===== config.mk =====
export PLATFORM = sky130hd
export DESIGN_NAME = reg_bank_wb
export DESIGN_NICKNAME = d
export VERILOG_FILES = /design/src/rtl/reg_bank_wb.sv
export SDC_FILE = /design/constraint.sdc
export NUM_CORES = 2
export LEC_CHECK = 0
export CAP_MARGIN = 20
export CORE_MARGIN = 2
export CORE_UTILIZATION = 30
export CTS_BUF_LIST = sky130_fd_sc_hd__clkbuf_16
export DETAILED_ROUTE_END_ITERATION = 8
export DONT_BUFFER_PORTS = 1
export GPL_TIMING_DRIVEN = 0
export PLACE_DENSITY = 0.49
export RECOVER_POWER = 25
export REMOVE_ABC_BUFFERS = 1
export SYNTH_ARGS = -nofsm -noshare
export SYNTH_HDL_FRONTEND = slang
export SYNTH_SLANG_ARGS = --single-unit

===== constraint.sdc =====
create_clock -name clk -period 2.55 [get_ports clk]
set_input_delay 0.255 -clock clk [delete_from_list [all_inputs] [get_ports clk]]
set_output_delay 0.255 -clock clk [all_outputs]
set_load 0.02 [all_outputs]

===== src/rtl/reg_bank_wb.sv =====
// ---------------------------------------------------------------------------
// reg_bank_wb
//
// Architectural register file for the multicycle CPU: 2**ADDR_W registers
// of DATA_W bits each. Two combinational read ports serve the rs/rt fields
// of the instruction register. One synchronous write port is fed by the
// write-register mux and the write-back data mux.
//
// Ports
//   clk        rising-edge system clock
//   reset      synchronous, active-high; loads the reset image
//   RegWrite   write enable from the control unit
//   WriteReg   destination register number
//   WriteData  value stored into WriteReg
//   ReadReg1   read port 1 register number (instr[25:21])
//   ReadReg2   read port 2 register number (instr[20:16])
//   ReadData1  contents of ReadReg1, combinational
//   ReadData2  contents of ReadReg2, combinational
//
// Reset image: every register is 0 except SP_IDX, which holds SP_RESET.
// Register 0 reads as 0 at all times, and writes to it are ignored.
// The read ports have no write-through bypass. A register written on an
// edge shows its new value only after that edge. The multicycle control
// latches A/B a cycle after decode and depends on this timing.
// ---------------------------------------------------------------------------
module reg_bank_wb #(
    parameter int DATA_W   = 32,
    parameter int ADDR_W   = 5,
    parameter int SP_IDX   = 29,
    parameter int SP_RESET = 227
) (
    input  logic              clk,
    input  logic              reset,
    input  logic              RegWrite,
    input  logic [ADDR_W-1:0] WriteReg,
    input  logic [DATA_W-1:0] WriteData,
    input  logic [ADDR_W-1:0] ReadReg1,
    input  logic [ADDR_W-1:0] ReadReg2,
    output logic [DATA_W-1:0] ReadData1,
    output logic [DATA_W-1:0] ReadData2
);

    localparam int NREGS = 2 ** ADDR_W;

    // Flip-flop storage. Every entry has a reset value, so this array
    // cannot be mapped onto a RAM macro.
    logic [DATA_W-1:0] regs [NREGS];

    // Reset has priority over a write on the same edge. Register 0 is
    // never loaded, so it keeps the 0 it received at reset.
    always_ff @(posedge clk) begin
        if (reset) begin
            for (int i = 0; i < NREGS; i++) begin
                regs[i] <= (i == SP_IDX) ? DATA_W'(SP_RESET) : '0;
            end
        end else if (RegWrite && (WriteReg != '0)) begin
            regs[WriteReg] <= WriteData;
        end
    end

    // The explicit zero on address 0 keeps register 0 hardwired to 0 on
    // the read side too. Synthesis can then prune entry 0 altogether.
    always_comb begin
        ReadData1 = '0;
        ReadData2 = '0;
        if (ReadReg1 != '0) ReadData1 = regs[ReadReg1];
        if (ReadReg2 != '0) ReadData2 = regs[ReadReg2];
    end

endmodule


# After elaboration in Yosys (flattened, before gate mapping)
# Memories as Yosys holds them, arrays and structs flattened.
# Cells that the tools add are included.
# totals
reg_bits,0
ram_bits,1024
input_bits,50
word_cells,16
memories,1
# memory_table
memory,depth,word_bits,read_ports,rd_ports_with_merged_regs,write_ports,line,text
regs,32,32,2,0,32,47,logic [DATA_W-1:0] regs [NREGS];
# classes
mux,10
reduce_logical,5
# ops
cell,count
32-bit two-way mux,3
32-bit OR reduction,1
5-bit nonzero test,3
1-bit two-way mux,6
5-bit two-way mux,1
1-bit logical AND,1

# Depth between registers and ports, before layout
# logic_depth
depth_word,7
mapped_depth,9
depth_no_buf,4

# Least setup slack after synthesis
# OpenSTA, ideal clock, no wires.
# synth_path
kind,input -> output
startpoint,in ReadReg1[0]
endpoint,out ReadData1[30]
arrival_time_ps,2237
required_ps,2295
setup_slack_ps,58
path_stages,6
n_path_buf,3
path_cell_list,clkbuf_2 > buf_6 > buf_4 > mux4_2 > mux2i_1 > a2111oi_0
# synth_between
elab_chain_len,2
# synth_rtl
element,line,text
start: declaration,37,"input logic [ADDR_W-1:0] ReadReg1,"
memory read 32 x 32 bit / 5-bit nonzero test (equally long branches),-,
32-bit two-way mux (*),66,if (ReadReg1 != '0) ReadData1 = regs[ReadReg1];
end: declaration,39,"output logic [DATA_W-1:0] ReadData1,"
# Every way passes the cells marked *; elsewhere a longest branch is shown, timed or not.

==> results_dict.tcl <==
set metrics [dict create \
    synth_top_cell_by_area "edfxtp_1" \
    violations "capacitance limit, slew limit, setup timing" \
    startpoint_type "primary input" \
    cp.arrival_ns 3.23 \
    grt_max_degree 310 \
    start_util_pct 30.1 \
    async_reset_ff_share_pct 0 \
    slew_headroom_pct -13.0 \
    synth_ff_type "edfxtp_1" \
    port_buffers 0 \
    routedWlPerCell_um 33.3 \
    grt_pass1_vias 33401 \
    regMostFlops "regs" \
    die_height_um 429 \
    reg_top3 "regs (1024)" \
    synthTopCellsByCount "edfxtp_1 (1,024), and2_1 (990), mux4_2 (472), clkbuf_1 (269), mux2i_1 (150)" \
    drtIter0Drc 3337 \
    final_antenna_net_count 0 \
    grt_pass1_wl_mm 274 \
    die_w_um 429 \
    post-place-ws_ns -1.31 \
    vias 32595 \
    setup_violations 235 \
    synth.distinct_cells 43 \
    htree_levels 3 \
    hold_viol 0 \
    vias_per_cell 5.50 \
    whs_endpoint "regs[29][0]" \
    ys_warn_count 0 \
    antenna_found_initial 13 \
    slew_viol_final 80 \
    pin_count 114 \
    synth-seq-area-share_pct 56.7 \
    max_stage_delay_ns 1.16 \
    coreArea_mm2 0.180 \
    worstSetupEndpointType "flop" \
    p_leak_nw 21.2 \
    numClockSinks 1024 \
    period_share_pct 114 \
    cts_tree "yes" \
    cp.required_ns 2.88 \
    maxCapViolations 6 \
    gp_congestion 0.791 \
    fillers 16748 \
    power_mw 40.5 \
    clock-root-buffer "clkbuf_16" \
    hold_depth 2 \
    syn_area_per_cell_um2 15.5 \
    firstDrtPassIters 5 \
    path_cells "nand4b_1 > buf_8 > nor2_1 > buf_12 > or2_4" \
    critPathMaxFanout 38 \
    crit_family "simple AND/OR/NAND/NOR gates" \
    drt_wl_total_mm 198 \
    worstMarginPinSlew_ns 1.69 \
    tns_ns -45.97 \
    largest_reg_flops 1024 \
    netlist_area_mm2 0.0542 \
    postLayoutSetupSlackWorst_ns -0.349 \
    route.detailed.drc 0 \
    grt_usage_pct 21.2 \
    status "finished with violations" \
    synth_area_leaders "edfxtp_1 (57%), mux4_2 (20%), and2_1 (11%), mux2i_1 (2.8%), clkbuf_1 (1.9%)" \
    synth_most_common_cell "edfxtp_1" \
    postSynthCellCount 3501 \
    fmax_ghz 0.345 \
    grt-ovfl-total 0 \
    netlist.area_leader.share_pct 56.7 \
    area_growth_pct 18.7 \
    hold_start "WriteReg[0]" \
    clk_pin_slew_worst_paths_ns 0.07 \
    setup.worst_path.class "primary input to flop" \
    crit_slowest_cell "nor2_1" \
    cts_buffer_depth 3 \
    die_area_mm2 0.184 \
    vdd_ir_drop_max_mv 0.536 \
    numCtsBuffers 110 \
    rsz0062_at_grt "yes" \
    rows 156 \
    fin_crit_ns 2.90 \
    hold_path_class "primary input to flop" \
    fin_nets 3522 \
    crit_buf_inv 2 \
    powerDensity_mw_per_mm2 630 \
    drive_above_1_share_pct 29.8 \
    ys_ff_latch 1024 \
    dpl.hpwl_mm 115 \
    synth_edf_count 1024 \
]
==> final cells by class <==
type / instances / area, µm² / area share [%]
Clock inverter: 83 / 528 / 0.821
Clock buffer: 111 / 2780 / 4.32
Antenna cell: 6 / 15.0 / 0.0233
Sequential cell: 1024 / 30700 / 47.8
Tap cell: 2370 / 2970 / 4.61
Multi-Input combinational cell: 2122 / 24300 / 37.7
Inverter: 2 / 10.0 / 0.0156
Timing Repair Buffer: 212 / 3030 / 4.71
==> cells by family (layout without fill, tap and decap cells) <==
kind of cell	after synthesis	after routing	synth area share (%)
AO/OA/AOI/OAI	259	259	3.63
buffers and inverters	388	408	3.31
flip-flops	1024	1024	56.7
multiplexers	652	652	23.0
other	1	38	0.00692
AND/OR/NAND/NOR	1177	1179	13.3
==> repair_timing <==
| action | CTS | global route |
|---|---|---|
| gates resized for setup | 360 | 24 |
| buffers inserted | 18 | 4 |
| setup endpoints to repair | 517 | 64 |
| cloned | 2 | 0 |
| hold buffers | 58 | 0 |
| endpoints found under the hold margin | 1024 | 0 |
| pin swaps | 136 | 14 |
==> worst max-delay path by stage <==
| stage | from | end | slack (ns) | cells past startpoint |
|---|---|---|---|---|
| after floorplan | ReadReg2[4] | ReadData2[13] | -1.37 | 3 |
| after global placement | ReadReg2[3] | ReadData2[10] | -10.01 | 3 |
| after detailed placement | reset | regs[9][7] | -1.31 | 5 |
| after CTS | regs[30][20] | ReadData2[20] | -0.35 | 5 |
| after global routing | regs[31][4] | ReadData2[4] | -0.38 | 5 |
| final | reset | regs[19][21] | -0.35 | 5 |
==> where the power goes <==
group,internal [mW],total [mW],switching (mW)
Sequential,19.5,19.9,0.468
Clock,8.42,15.3,6.93
Combinational,2.45,5.27,2.82
Total,30.3,40.5,10.2
==> stage by stage <==
step / utilization (%) / instances / hold slack (ns) / instance area, µm²
2_1_floorplan: - / 3146 / 0.367 / 52500
3_3_place_gp: 30.8 / 5516 / 0.397 / 55500
3_5_place_dp: 32.0 / 5629 / 0.404 / 57700
4_1_cts: 35.5 / 5901 / 0.112 / 63900
5_1_grt: 35.7 / 5926 / 0.130 / 64300
6_report: 35.7 / 5930 / 0.141 / 64300
==> placed cells by master, fill, tap and decap left out, types with 20 or more instances in the layout <==
| master | count |
|---|---|
| a2111oi_4 | 49 |
| a22o_1 | 38 |
| and2_0 | 155 |
| and2_1 | 834 |
| buf_12 | 62 |
| buf_16 | 23 |
| buf_4 | 45 |
| clkbuf_16 | 111 |
| conb_1 | 32 |
| dlygate4sd3_1 | 45 |
| edfxtp_1 | 1024 |
| inv_1 | 33 |
| mux2_2 | 30 |
| mux2i_1 | 145 |
| mux4_2 | 472 |
| nor2_4 | 21 |
| nor3_4 | 47 |
| o22ai_1 | 76 |
| or2_4 | 20 |
==> layer usage <==
| layer | track usage, % | up-vias | wire length, µm |
|---|---|---|---|
| met1 | 27.1 | 17456 | 80100 |
| met2 | 36.3 | 1284 | 98300 |
| li1 | - | 13527 | - |
| met3 | 2.91 | 320 | 11700 |
| met5 | 0 | - | 57 |
| met4 | 7.99 | 8 | 7600 |
Power figures use the tool's default switching activity.
